<file path="src/rtl/mul_share_pkg.sv">
// rtl/mul_share_pkg.sv - shared types and helpers for the shared-multiplier arbiter
package mul_share_pkg;

    typedef enum logic [1:0] {
        IDLE = 2'd0,
        MUL  = 2'd1,
        RESP = 2'd2
    } state_t;

    // A single requester still needs a one-bit ID field.
    function automatic int id_width(input int n);
        return (n > 1) ? $clog2(n) : 1;
    endfunction

endpackage

</file>
<file path="src/rtl/mul_share_arb_if.sv">
// rtl/mul_share_arb_if.sv - request/response bus between clients and the shared multiplier
interface mul_share_arb_if #(
    parameter int N    = 8,
    parameter int NREQ = 4
);
    import mul_share_pkg::*;

    localparam int IW = id_width(NREQ);

    logic [NREQ-1:0]   req_valid;
    logic [NREQ-1:0]   req_ready;
    logic [NREQ*N-1:0] req_a;
    logic [NREQ*N-1:0] req_b;
    logic              rsp_valid;
    logic              rsp_ready;
    logic [2*N-1:0]    rsp_y;
    logic [IW-1:0]     rsp_id;

    modport master (
        output req_valid, req_a, req_b, rsp_ready,
        input  req_ready, rsp_valid, rsp_y, rsp_id
    );

    modport slave (
        input  req_valid, req_a, req_b, rsp_ready,
        output req_ready, rsp_valid, rsp_y, rsp_id
    );

endinterface

</file>
<file path="src/rtl/mulN.sv">
// rtl/mulN.sv - N x N unsigned combinational array multiplier
module mulN #(
    parameter int N = 8
) (
    input  logic [N-1:0]   i_a,
    input  logic [N-1:0]   i_b,
    output logic [2*N-1:0] o_y
);

    logic [2*N-1:0] w_acc;

    always_comb begin
        w_acc = '0;
        for (int i = 0; i < N; i++) begin
            if (i_b[i]) begin
                w_acc = w_acc + ({{N{1'b0}}, i_a} << i);
            end
        end
        o_y = w_acc;
    end

endmodule

</file>
<file path="src/rtl/rr_pick.sv">
// rtl/rr_pick.sv - combinational round-robin picker (rotate, priority-encode, rotate back)
module rr_pick #(
    parameter int NREQ = 4,
    parameter int IW   = 2
) (
    input  logic [NREQ-1:0] i_req,
    input  logic [IW-1:0]   i_ptr,
    output logic [NREQ-1:0] o_gnt_onehot,
    output logic [IW-1:0]   o_gnt_idx,
    output logic            o_any
);

    logic [NREQ-1:0] w_rot;
    logic            w_found;
    int              w_sel;

    always_comb begin
        w_rot        = '0;
        w_found      = 1'b0;
        w_sel        = 0;
        o_gnt_onehot = '0;
        // Position 0 of the rotated vector is the requester at i_ptr.
        for (int j = 0; j < NREQ; j++) begin
            w_rot[j] = i_req[IW'((j + int'(i_ptr)) % NREQ)];
        end
        for (int j = 0; j < NREQ; j++) begin
            if (!w_found && w_rot[j]) begin
                w_found = 1'b1;
                w_sel   = j;
            end
        end
        o_gnt_idx = IW'((w_sel + int'(i_ptr)) % NREQ);
        if (w_found) begin
            o_gnt_onehot[o_gnt_idx] = 1'b1;
        end
        o_any = w_found;
    end

endmodule

</file>
<file path="src/rtl/mul_share_arb.sv">
// rtl/mul_share_arb.sv - round-robin sharing of one registered-operand multiplier among NREQ clients
module mul_share_arb
    import mul_share_pkg::*;
#(
    parameter int N    = 8,
    parameter int NREQ = 4
) (
    input  logic                clk,
    input  logic                rst_n,
    mul_share_arb_if.slave      bus,
    output logic                busy
);

    localparam int IW = id_width(NREQ);

    state_t          r_state, w_state_nxt;
    logic [IW-1:0]   r_rr_ptr, r_id, r_rsp_id, w_gnt_idx, w_ptr_nxt;
    logic [N-1:0]    r_op_a, r_op_b, w_sel_a, w_sel_b;
    logic [2*N-1:0]  w_prod, r_rsp_y;
    logic            r_rsp_valid, w_any, w_accept;
    logic [NREQ-1:0] w_gnt_onehot;

    rr_pick #(.NREQ(NREQ), .IW(IW)) u_pick (
        .i_req        (bus.req_valid),
        .i_ptr        (r_rr_ptr),
        .o_gnt_onehot (w_gnt_onehot),
        .o_gnt_idx    (w_gnt_idx),
        .o_any        (w_any)
    );

    mulN #(.N(N)) u_mul (
        .i_a (r_op_a),
        .i_b (r_op_b),
        .o_y (w_prod)
    );

    always_comb begin
        w_sel_a = '0;
        w_sel_b = '0;
        for (int i = 0; i < NREQ; i++) begin
            if (w_gnt_onehot[i]) begin
                w_sel_a = bus.req_a[i*N +: N];
                w_sel_b = bus.req_b[i*N +: N];
            end
        end
    end

    assign w_ptr_nxt = (w_gnt_idx == IW'(NREQ - 1)) ? '0 : w_gnt_idx + IW'(1);

    always_comb begin
        w_state_nxt = r_state;
        w_accept    = 1'b0;
        case (r_state)
            IDLE: begin
                if (w_any) begin
                    w_accept    = 1'b1;
                    w_state_nxt = MUL;
                end
            end
            MUL:  w_state_nxt = RESP;
            RESP: begin
                if (bus.rsp_ready) begin
                    w_state_nxt = IDLE;
                end
            end
            default: w_state_nxt = IDLE;
        endcase
    end

    always_ff @(posedge clk or negedge rst_n) begin
        if (!rst_n) begin
            r_state <= IDLE;
        end else begin
            r_state <= w_state_nxt;
        end
    end

    always_ff @(posedge clk or negedge rst_n) begin
        if (!rst_n) begin
            r_rr_ptr    <= '0;
            r_id        <= '0;
            r_op_a      <= '0;
            r_op_b      <= '0;
            r_rsp_valid <= 1'b0;
            r_rsp_y     <= '0;
            r_rsp_id    <= '0;
        end else begin
            if (w_accept) begin
                r_op_a   <= w_sel_a;
                r_op_b   <= w_sel_b;
                r_id     <= w_gnt_idx;
                r_rr_ptr <= w_ptr_nxt;
            end
            if (r_state == MUL) begin
                r_rsp_y     <= w_prod;
                r_rsp_id    <= r_id;
                r_rsp_valid <= 1'b1;
            end
            if (r_state == RESP && bus.rsp_ready) begin
                r_rsp_valid <= 1'b0;
            end
        end
    end

    // Grants are suppressed during reset even though req_valid may already be up.
    assign bus.req_ready = (r_state == IDLE && rst_n) ? w_gnt_onehot : '0;
    assign bus.rsp_valid = r_rsp_valid;
    assign bus.rsp_y     = r_rsp_y;
    assign bus.rsp_id    = r_rsp_id;
    assign busy          = (r_state != IDLE);

endmodule

</file>
<file path="src/flat_wrapper.sv">
// flat-port wrapper written by rule: the top's interface ports become plain ports
module mul_share_arb_flat import mul_share_pkg::*;
#(
    parameter int N    = 8,
    parameter int NREQ = 4
)
  (clk, rst_n, busy, bus_req_valid, bus_req_a, bus_req_b, bus_rsp_ready, bus_req_ready, bus_rsp_valid, bus_rsp_y, bus_rsp_id);
  mul_share_arb_if #(.N(N), .NREQ(NREQ)) bus_i ();
  input  logic clk;
  input  logic rst_n;
  output logic busy;
  input wire logic [$bits(bus_i.req_valid)-1:0] bus_req_valid;
  input wire logic [$bits(bus_i.req_a)-1:0] bus_req_a;
  input wire logic [$bits(bus_i.req_b)-1:0] bus_req_b;
  input wire logic [$bits(bus_i.rsp_ready)-1:0] bus_rsp_ready;
  output wire logic [$bits(bus_i.req_ready)-1:0] bus_req_ready;
  output wire logic [$bits(bus_i.rsp_valid)-1:0] bus_rsp_valid;
  output wire logic [$bits(bus_i.rsp_y)-1:0] bus_rsp_y;
  output wire logic [$bits(bus_i.rsp_id)-1:0] bus_rsp_id;
  assign bus_i.req_valid = bus_req_valid;
  assign bus_i.req_a = bus_req_a;
  assign bus_i.req_b = bus_req_b;
  assign bus_i.rsp_ready = bus_rsp_ready;
  assign bus_req_ready = bus_i.req_ready;
  assign bus_rsp_valid = bus_i.rsp_valid;
  assign bus_rsp_y = bus_i.rsp_y;
  assign bus_rsp_id = bus_i.rsp_id;
  mul_share_arb #(.N(N), .NREQ(NREQ)) u_core (.clk(clk), .rst_n(rst_n), .bus(bus_i), .busy(busy));
endmodule
</file>
<file path="config.mk">
export PLATFORM = sky130hd
export DESIGN_NAME = mul_share_arb_flat
export DESIGN_NICKNAME = d
export VERILOG_FILES = /design/src/rtl/mul_share_pkg.sv /design/src/rtl/mul_share_arb_if.sv /design/src/rtl/mulN.sv /design/src/rtl/rr_pick.sv /design/src/rtl/mul_share_arb.sv /design/src/flat_wrapper.sv
export SDC_FILE = /design/constraint.sdc
export NUM_CORES = 1
export LEC_CHECK = 0
export CAP_MARGIN = 20
export CORE_ASPECT_RATIO = 1.2
export CORE_UTILIZATION = 30
export CTS_CLUSTER_SIZE = 16
export DETAILED_ROUTE_END_ITERATION = 6
export HOLD_SLACK_MARGIN = 0.08
export SYNTH_ARGS = -nofsm -noshare
export SYNTH_HDL_FRONTEND = slang
export SYNTH_SLANG_ARGS = --single-unit
</file>
<file path="constraint.sdc">
create_clock -name clk -period 11.45 [get_ports clk]
set_input_delay 2.29 -clock clk [delete_from_list [all_inputs] [get_ports clk]]
set_output_delay 2.29 -clock clk [all_outputs]
set_load 0.03 [all_outputs]
</file>
==> flow_metrics.py, run 1 <==
metrics = {
    "cells_and_area": {
        "layout-area-overhead-vs-synth_pct": 22.8,
        "drive_gt1_share_pct": 4.07,
        "antenna_cells": 0,
        "fillCellCount": 1864,
        "nets": 952,
    },
    "detailed_routing": {
        "vias": 5532,
        "drt-initial-drc-count": 211,
        "firstDrtPassIters": 4,
        "drtAntennaViolNets": 0,
        "avgRoutedWirePerCell_um": 15.7,
        "drc": 0,
        "wirelength_mm": 16.3,
        "viasPerCell": 5.35,
    },
    "timing": {
        "grt_setup_unrepaired": "no",
        "max_slew_margin_pct": 48.4,
        "hold_violations": 0,
        "fmax_mhz": 104,
        "drv_slew": 0,
        "min_period_ns": 9.62,
        "setup_viol": 0,
        "finalSetupTns_ns": 0,
        "worst_pin_slew_ns": 0.774,
        "fin_worst_skew_ns": 0.00316,
        "finalCritPeriodShare_pct": 84.0,
    },
    "setup_path": {
        "startpoint_type": "flop",
        "crit_slowest_cell": "dfrtp_1",
        "arrival_ns": 9.83,
        "cp_max_fo": 12,
        "crit_top_cell": "ha_1",
        "required_ns": 11.66,
        "end_kind": "flop",
        "critPathKind": "reg -> reg",
        "slowest_delay_ns": 0.57,
        "r2r_cells": 44,
    },
    "clock_tree": {
        "cts_num_sinks": 41,
        "postCtsSetupRepairBufs": 0,
        "cts_tree": "done",
        "clockRootBuffer": "clkbuf_16",
        "cts_inserted_buffers": 5,
        "post_cts_resized": 0,
        "path_clk_slew_ns": 0.06,
        "cts_hold_buf": 0,
        "htreeDepth": 2,
        "clockBufferDepth": 2,
        "clkLatencyLatePin_ns": 0.29,
    },
    "hold_path": {
        "hp-class": "reg -> reg",
        "hold_depth": 2,
    },
    "die": {
        "ios": 95,
        "dieArea_sq_um": 19100,
        "start_util_pct": 30.7,
        "core_sq_um": 18200,
        "rows": 54,
        "fp.dieH_um": 151,
        "die_width_um": 126,
    },
    "yosys": {
        "synthCells": 741,
        "ys_seq_elements": 41,
        "synth_edf_count": 0,
        "synth.cell_area_sq_um": 5580,
        "synth_cell_types": 71,
        "synth_ff_type": "dfrtp_1",
        "ys_seq_area_share_pct": 18.4,
        "synthArstFlopShare_pct": 100,
        "syn_area_per_cell_sq_um": 7.53,
        "ys_warn_count": 0,
        "syn_nets": 884,
    },
    "grt": {
        "grt_pass1_vias": 5463,
        "grt_max_degree": 43,
        "track_usage_pct": 17.7,
        "grt_pass1_wl_mm": 27.4,
        "antenna_found_initial": 0,
        "overflow": 0,
    },
    "placement": {
        "gp_congestion": 0.830,
        "io_buffers": 94,
        "dpl.hpwl_mm": 12.7,
    },
    "outcome": {
        "status": "finished clean",
    },
    "flow_run": {
        "drv_cap": 0,
    },
}
-- layout by cell type (no fill, tap or decap), types with 11 or more instances in the layout --
cell	synthesis	layout
nor2b_1	17	17
o21ai_0	41	41
nor3_1	12	12
clkdlybuf4s50_1	0	93
nand2b_1	17	17
ha_1	65	65
o21a_1	11	11
a22oi_1	20	20
inv_1	39	39
nor2_1	56	56
xnor2_1	15	15
o21ai_1	37	37
dfrtp_1	41	41
a21oi_1	38	38
o22ai_1	20	20
a21o_1	19	19
nand2_1	94	94
-- cells in the mapped netlist (19+ instances only) --
library cell	n	share of area (%)
o22ai_1	20	2.2
clkbuf_1	30	2.0
dfrtp_1	41	18
o21ai_0	41	3.7
a22oi_1	20	2.7
a21o_1	19	2.6
inv_1	39	2.6
nor2_1	56	3.8
ha_1	65	15
a21oi_1	38	3.4
o21ai_1	37	3.3
nand2_1	94	6.3
-- cell families after synthesis --
family	synth area share (%)
DFF	18.4
and+or+nand+nor	21.3
xor gates and xnor gates	3.61
adders and majority gates	17.1
AOI/OAI and AO/OA	31.5
buffers and inverters	5.52
muxes	2.49
-- final cells by class --
type	instances	area, sq um	share of cell area (%)
multi-input cells	620	4240	61.9
flip-flops and latches	41	1030	15.0
repair buffers	101	1010	14.7
well taps	224	280	4.09
inverters	40	150	2.19
clock buffers	6	129	1.88
clock inverters	2	15.0	0.219
-- metrics by stage --
step / hold slack (ns) / instances / area (sq um) / worst slack [ns] / utilization, %
finish: 0.481 / 1034 / 6850 / 1.83 / 37.7
global route: 0.507 / 1034 / 6850 / 0.976 / 37.7
CTS: 0.484 / 1032 / 6820 / 1.85 / 37.5
detailed placement: 0.459 / 1024 / 6670 / 1.90 / 36.7
global placement: 0.459 / 1024 / 6670 / 1.88 / 36.7
floorplan: 0.439 / 741 / 5580 / 3.27 / -
-- worst max-delay path, delay by kind of cell (launching register included) --
| kind | cells | cell delay (ns) |
|---|---|---|
| xor gates and xnor gates | 4 | 0.66 |
| adders and majority gates | 8 | 2.70 |
| and+or+nand+nor | 9 | 1.25 |
| DFF | 1 | 0.57 |
| muxes | 1 | 0.29 |
| buffers and inverters | 1 | 0.12 |
| AOI/OAI and AO/OA | 21 | 3.93 |
-- metal layers --
layer	track usage, %	share of wire, %
met5	0	0
met4	6.27	2.4
met3	1.55	3.2
met2	32.0	48
met1	22.0	46
-- sequential cells by signal, summed over array words and instances, names as in the netlist --
name / flops
u_core.bus.rsp_y: 16
u_core.r_op_a: 8
u_core.r_op_b: 8
u_core.bus.rsp_id: 2
u_core.r_id: 2
u_core.r_rr_ptr: 2
u_core.r_state: 2
u_core.bus.rsp_valid: 1
-- path summary, 6_finish.rpt --
path                       slack, ns                          endpoint                             start
setup / recovery                1.83  u_core.bus.rsp_y[14]$_DFFE_PN0P_      u_core.r_op_a[1]$_DFFE_PN0P_
hold reg to reg                 0.48  u_core.bus.rsp_id[1]$_DFFE_PN0P_  u_core.bus.rsp_id[1]$_DFFE_PN0P_
hold / removal                  0.48  u_core.bus.rsp_id[1]$_DFFE_PN0P_  u_core.bus.rsp_id[1]$_DFFE_PN0P_
max in group asynchronous       8.99      u_core.r_op_a[4]$_DFFE_PN0P_                             rst_n
setup reg to reg                1.83  u_core.bus.rsp_y[14]$_DFFE_PN0P_      u_core.r_op_a[1]$_DFFE_PN0P_
min in group asynchronous       2.06   u_core.bus.rsp_y[5]$_DFFE_PN0P_                             rst_n
Power of run 1 is not shown: default switching activity piles up to over one toggle a cycle in this logic, so the estimate is an artifact.
==> inputs of run 2 (changes only) <==
clock period = 10 ns   (was 11.45 ns; I/O delays follow)
==> run 2 against run 1 <==
Clock skew rose by 0.00095 ns. Via count rose by 2.0%. Critical path type unchanged. Sequential cell count did not move. Fmax rose by 4.9%.
==> flow_metrics.py, run 2 (synthesis gave the netlist of run 1 again) <==
metrics = {
    "outcome": {
        "status": "finished clean",
    },
    "timing": {
        "hold_ws_ns": 0.482,
        "finalSetupTns_ns": 0,
        "fmax_mhz": 109,
        "finalCritPeriodShare_pct": 91.7,
        "max_slew_margin_pct": 30.9,
        "worst_pin_slew_ns": 1.04,
        "fin_worst_skew_ns": 0.00411,
        "hold_violations": 0,
        "grt_setup_unrepaired": "no",
        "setup_viol": 0,
        "drv_slew": 0,
        "min_period_ns": 9.17,
    },
    "die": {
        "core_sq_um": 18200,
        "rows": 54,
        "die_width_um": 126,
        "start_util_pct": 30.7,
        "dieArea_sq_um": 19100,
        "fp.dieH_um": 151,
        "ios": 95,
    },
    "setup_path": {
        "rr_startpoint": "u_core.r_op_b[0]$_DFFE_PN0P_",
        "required_ns": 10.21,
        "cp_max_fo": 12,
        "crit_slowest_cell": "dfrtp_2",
        "startpoint_type": "flop",
        "arrival_ns": 9.37,
        "critPathKind": "reg -> reg",
        "end_kind": "flop",
        "r2r_cells": 42,
        "slowest_delay_ns": 0.50,
        "reg2reg_slack_ns": 0.83,
        "reg2reg_to": "u_core.bus.rsp_y[14]$_DFFE_PN0P_",
        "crit_top_cell": "ha_1",
    },
    "grt": {
        "grt_max_degree": 43,
        "overflow": 0,
        "antenna_found_initial": 0,
        "grt_pass1_vias": 5305,
        "grt_pass1_wl_mm": 26.7,
        "track_usage_pct": 17.5,
    },
    "cells_and_area": {
        "fin_area_sq_um": 6910,
        "drive_gt1_share_pct": 5.52,
        "final_common_cell": "nand2_1",
        "final_cell_mix": "nand2_1, clkdlybuf4s50_1, ha_1, nor2_1, o21ai_0",
        "layout-area-overhead-vs-synth_pct": 24.0,
        "nets": 958,
        "antenna_cells": 0,
        "largest_register_ffs": 16,
    },
    "hold_path": {
        "hp-class": "reg -> reg",
        "hold_depth": 2,
        "hp-start": "u_core.bus.rsp_y[15]$_DFFE_PN0P_",
        "hold_end": "u_core.bus.rsp_y[15]$_DFFE_PN0P_",
    },
    "detailed_routing": {
        "avgRoutedWirePerCell_um": 15.7,
        "drtAntennaViolNets": 0,
        "firstDrtPassIters": 4,
        "drc": 0,
        "vias": 5640,
        "wirelength_mm": 16.3,
        "drt-initial-drc-count": 327,
        "viasPerCell": 5.43,
    },
    "clock_tree": {
        "htreeDepth": 2,
        "cts_num_sinks": 41,
        "cts_tree": "done",
        "clockBufferDepth": 2,
        "cts_inserted_buffers": 5,
        "path_clk_slew_ns": 0.06,
        "clockRootBuffer": "clkbuf_16",
        "clkLatencyLatePin_ns": 0.29,
    },
    "placement": {
        "gp_congestion": 0.845,
        "io_buffers": 94,
        "placed_area_sq_um": 6690,
        "dpl.hpwl_mm": 12.7,
    },
    "flow_run": {
        "drv_cap": 0,
    },
}
run 2: changes by cell type in the layout (fill, tap and decap cells not counted), moves of 2 or more:
cell        before  now
buf_4            6   13
clkinvlp_4       2    0
dfrtp_1         41   39
dfrtp_2          0    2
run 2: how the worst max path moves through the flow:
stage / end / from / cells past startpoint / slack, ns
2_1_floorplan: u_core.bus.rsp_y[14]$_DFFE_PN0P_ / u_core.r_op_a[1]$_DFFE_PN0P_ / 40 / 1.82
3_3_place_gp: u_core.bus.rsp_y[14]$_DFFE_PN0P_ / u_core.r_op_a[1]$_DFFE_PN0P_ / 44 / 0.38
3_5_place_dp: u_core.bus.rsp_y[14]$_DFFE_PN0P_ / u_core.r_op_a[1]$_DFFE_PN0P_ / 44 / 0.40
4_1_cts: u_core.bus.rsp_y[14]$_DFFE_PN0P_ / u_core.r_op_a[1]$_DFFE_PN0P_ / 44 / 0.36
5_1_grt: u_core.bus.rsp_y[12]$_DFFE_PN0P_ / u_core.r_op_b[0]$_DFFE_PN0P_ / 44 / 0.03
6_report: u_core.bus.rsp_y[14]$_DFFE_PN0P_ / u_core.r_op_b[0]$_DFFE_PN0P_ / 42 / 0.83
run 2: repair_timing:
item	in CTS	in global routing
setup buffers	0	6
hold buffers	0	0
endpoints found under the setup margin	0	5
endpoints found under the hold margin	0	0
gates resized for setup	0	6
run 2: area by class of cell:
class	instances	area (sq um)
sequential	41	1030
inverter	40	150
clock inverter	2	35.0
fill	1881	11300
multi-input combinational	620	4260
tap	224	280
timing repair buffer	107	1030
clock buffer	5	125
run 2: stage by stage:
stage	std cells	setup slack (ns)	utilization, %
after CTS	1033	0.359	37.7
after global routing	1039	0.0293	38.0
final	1039	0.834	38.0
after detailed placement	1026	0.400	36.8
after global placement	1026	0.383	36.8
after floorplan	741	1.82	-
run 2: critical path: cells and delay by family, from the launching register on:
kind                       cells  cell delay (ns)
xor gates and xnor gates       3             0.49
and+or+nand+nor                8             1.31
muxes                          1             0.29
adders and majority gates      8             2.63
AOI/OAI and AO/OA             22             3.84
DFF                            1             0.50
run 2: routing by layer:
layer  up-vias  part of all wire (%)  global-route usage, %
met3        27                   3.3                   1.73
met1      2635                    46                   21.8
met2       123                    48                   31.2
met5         -                     0                      0
li1       2855                     -                      -
met4         0                   2.7                   6.27
Power of run 2 is left out for the same reason.
==> inputs of run 3 (changes only) <==
CORE_ASPECT_RATIO = 0.7   (was 1.2)
==> run 3 against run 2 <==
Clock skew is 0.0057 ns higher. Highest routed layer unchanged. Largest cell class unchanged. Utilization is 0.35 points higher. Register-to-register slack worse by 0.22 ns. First-iteration DRC count is 52% higher. Setup slack worse by 0.22 ns. Wire length is 3.7% higher. Sequential cell count stayed put. Cell count is 1.5% higher. Global-route usage is 1.0 points higher. Critical endpoint unchanged. Worst hold slack worse by 0.014 ns. Final area is 0.56% higher.
==> flow_metrics.py, run 3 (synthesis gave the netlist of run 1 again) <==
metrics = {
    "outcome": {
        "status": "finished clean",
    },
    "timing": {
        "setup_ws_ns": 0.612,
        "setup_viol": 0,
        "hold_violations": 0,
        "drv_slew": 0,
        "worst_pin_slew_ns": 0.812,
        "min_period_ns": 9.39,
        "finalCritPeriodShare_pct": 93.9,
        "hold_ws_ns": 0.468,
        "fmax_mhz": 107,
        "max_slew_margin_pct": 45.9,
        "fin_worst_skew_ns": 0.00983,
    },
    "grt": {
        "overflow": 0,
        "use_met2_pct": 25.2,
        "use_met3_pct": 3.40,
        "grt_max_degree": 43,
        "busiest_layer": "met1",
        "grt_pass1_wl_mm": 27.7,
        "grt_pass1_vias": 5240,
        "antenna_found_initial": 0,
        "track_usage_pct": 18.5,
        "use_met1_pct": 30.2,
    },
    "detailed_routing": {
        "avgRoutedWirePerCell_um": 16.0,
        "drtAntennaViolNets": 0,
        "drt-initial-drc-count": 496,
        "firstDrtPassIters": 5,
        "drc": 0,
        "vias": 5613,
        "wirelength_mm": 16.9,
        "viasPerCell": 5.32,
    },
    "flow_run": {
        "drv_cap": 0,
    },
    "placement": {
        "pre_cts_ws_ns": 0.633,
        "io_buffers": 94,
        "dpl.hpwl_mm": 13.3,
        "gp_congestion": 0.893,
    },
    "setup_path": {
        "required_ns": 10.21,
        "critPathKind": "reg -> reg",
        "rr_startpoint": "u_core.r_op_b[0]$_DFFE_PN0P_",
        "crit_top_cell": "ha_1",
        "end_kind": "flop",
        "slowest_delay_ns": 0.51,
        "startpoint_type": "flop",
        "crit_slowest_cell": "dfrtp_1",
        "r2r_cells": 44,
        "critPathTopFamily": "compound AO/OA/AOI/OAI gates",
        "crit_buf_inv": 1,
        "cp_max_fo": 12,
        "reg2reg_to": "u_core.bus.rsp_y[14]$_DFFE_PN0P_",
        "arrival_ns": 9.60,
        "reg2reg_slack_ns": 0.61,
    },
    "clock_tree": {
        "path_clk_slew_ns": 0.07,
        "cts_num_sinks": 41,
        "clockRootBuffer": "clkbuf_16",
        "clkLatencyLatePin_ns": 0.29,
        "clockBufferDepth": 2,
        "cts_inserted_buffers": 5,
        "cts_tree": "done",
        "htreeDepth": 2,
        "cts_hold_buf": 0,
    },
    "cells_and_area": {
        "final_common_cell": "nand2_1",
        "multi_input_area_sq_um": 4250,
        "drive_gt1_share_pct": 5.62,
        "antenna_cells": 0,
        "nets": 961,
        "layout-area-overhead-vs-synth_pct": 24.7,
        "seq_area_sq_um": 1030,
        "fillCellCount": 1843,
        "largest_register_ffs": 16,
        "final_cell_mix": "nand2_1, clkdlybuf4s50_1, ha_1, nor2_1",
    },
    "hold_path": {
        "hp-start": "u_core.r_id[1]$_DFFE_PN0P_",
        "hold_end": "u_core.bus.rsp_id[1]$_DFFE_PN0P_",
        "hold_depth": 2,
        "hp-class": "reg -> reg",
    },
    "die": {
        "ios": 95,
        "fp.dieH_um": 116,
        "start_util_pct": 30.8,
        "dieArea_sq_um": 19100,
        "core_sq_um": 18100,
        "rows": 41,
        "die_width_um": 165,
    },
}
[run 3: worst max-delay path by stage]
stage | from | endpoint | slack [ns] | cells after the start
floorplan | u_core.r_op_a[1]$_DFFE_PN0P_ | u_core.bus.rsp_y[14]$_DFFE_PN0P_ | 1.82 | 40
global placement | u_core.r_op_b[0]$_DFFE_PN0P_ | u_core.bus.rsp_y[14]$_DFFE_PN0P_ | 0.59 | 44
detailed placement | u_core.r_op_b[0]$_DFFE_PN0P_ | u_core.bus.rsp_y[14]$_DFFE_PN0P_ | 0.63 | 44
CTS | u_core.r_op_b[0]$_DFFE_PN0P_ | u_core.bus.rsp_y[14]$_DFFE_PN0P_ | 0.58 | 44
global route | u_core.r_op_b[0]$_DFFE_PN0P_ | u_core.bus.rsp_y[14]$_DFFE_PN0P_ | -0.006 | 42
finish | u_core.r_op_b[0]$_DFFE_PN0P_ | u_core.bus.rsp_y[14]$_DFFE_PN0P_ | 0.61 | 44
[run 3: what timing repair did]
| item | CTS | global route |
|---|---|---|
| resized for setup | 0 | 3 |
| hold endpoints to repair | 0 | 0 |
| setup buffers | 0 | 1 |
| endpoints found under the setup margin | 0 | 2 |
[run 3: through the flow]
stage | utilization (%) | TNS (ns) | cells | area [sq um]
after floorplan | - | 0 | 741 | 5580
after global placement | 37.3 | 0 | 1044 | 6750
after detailed placement | 37.4 | 0 | 1045 | 6780
after CTS | 38.2 | 0 | 1053 | 6930
after global routing | 38.4 | -0.00605 | 1055 | 6950
final | 38.4 | 0 | 1055 | 6950
[run 3: worst min-delay path, delay by kind of cell, from the launching register on]
kind             cells  cell delay, ns
flip-flops           1            0.34
AND/OR/NAND/NOR      2            0.10
[run 3: cell type report]
type	instances	area share, %
clock buffer	5	1.80
clock inverter	3	0.360
inverter	40	2.16
multi-input combinational	620	61.2
sequential	41	14.8
tap	236	4.25
timing repair buffer	110	15.5
[run 3: routing by layer]
layer / share of wire (%) / wire length (um)
met4: 0.35 / 60
met3: 6.2 / 1050
met5: 0 / 0
met2: 38 / 6400
met1: 56 / 9410
Power of run 3 is left out for the same reason.
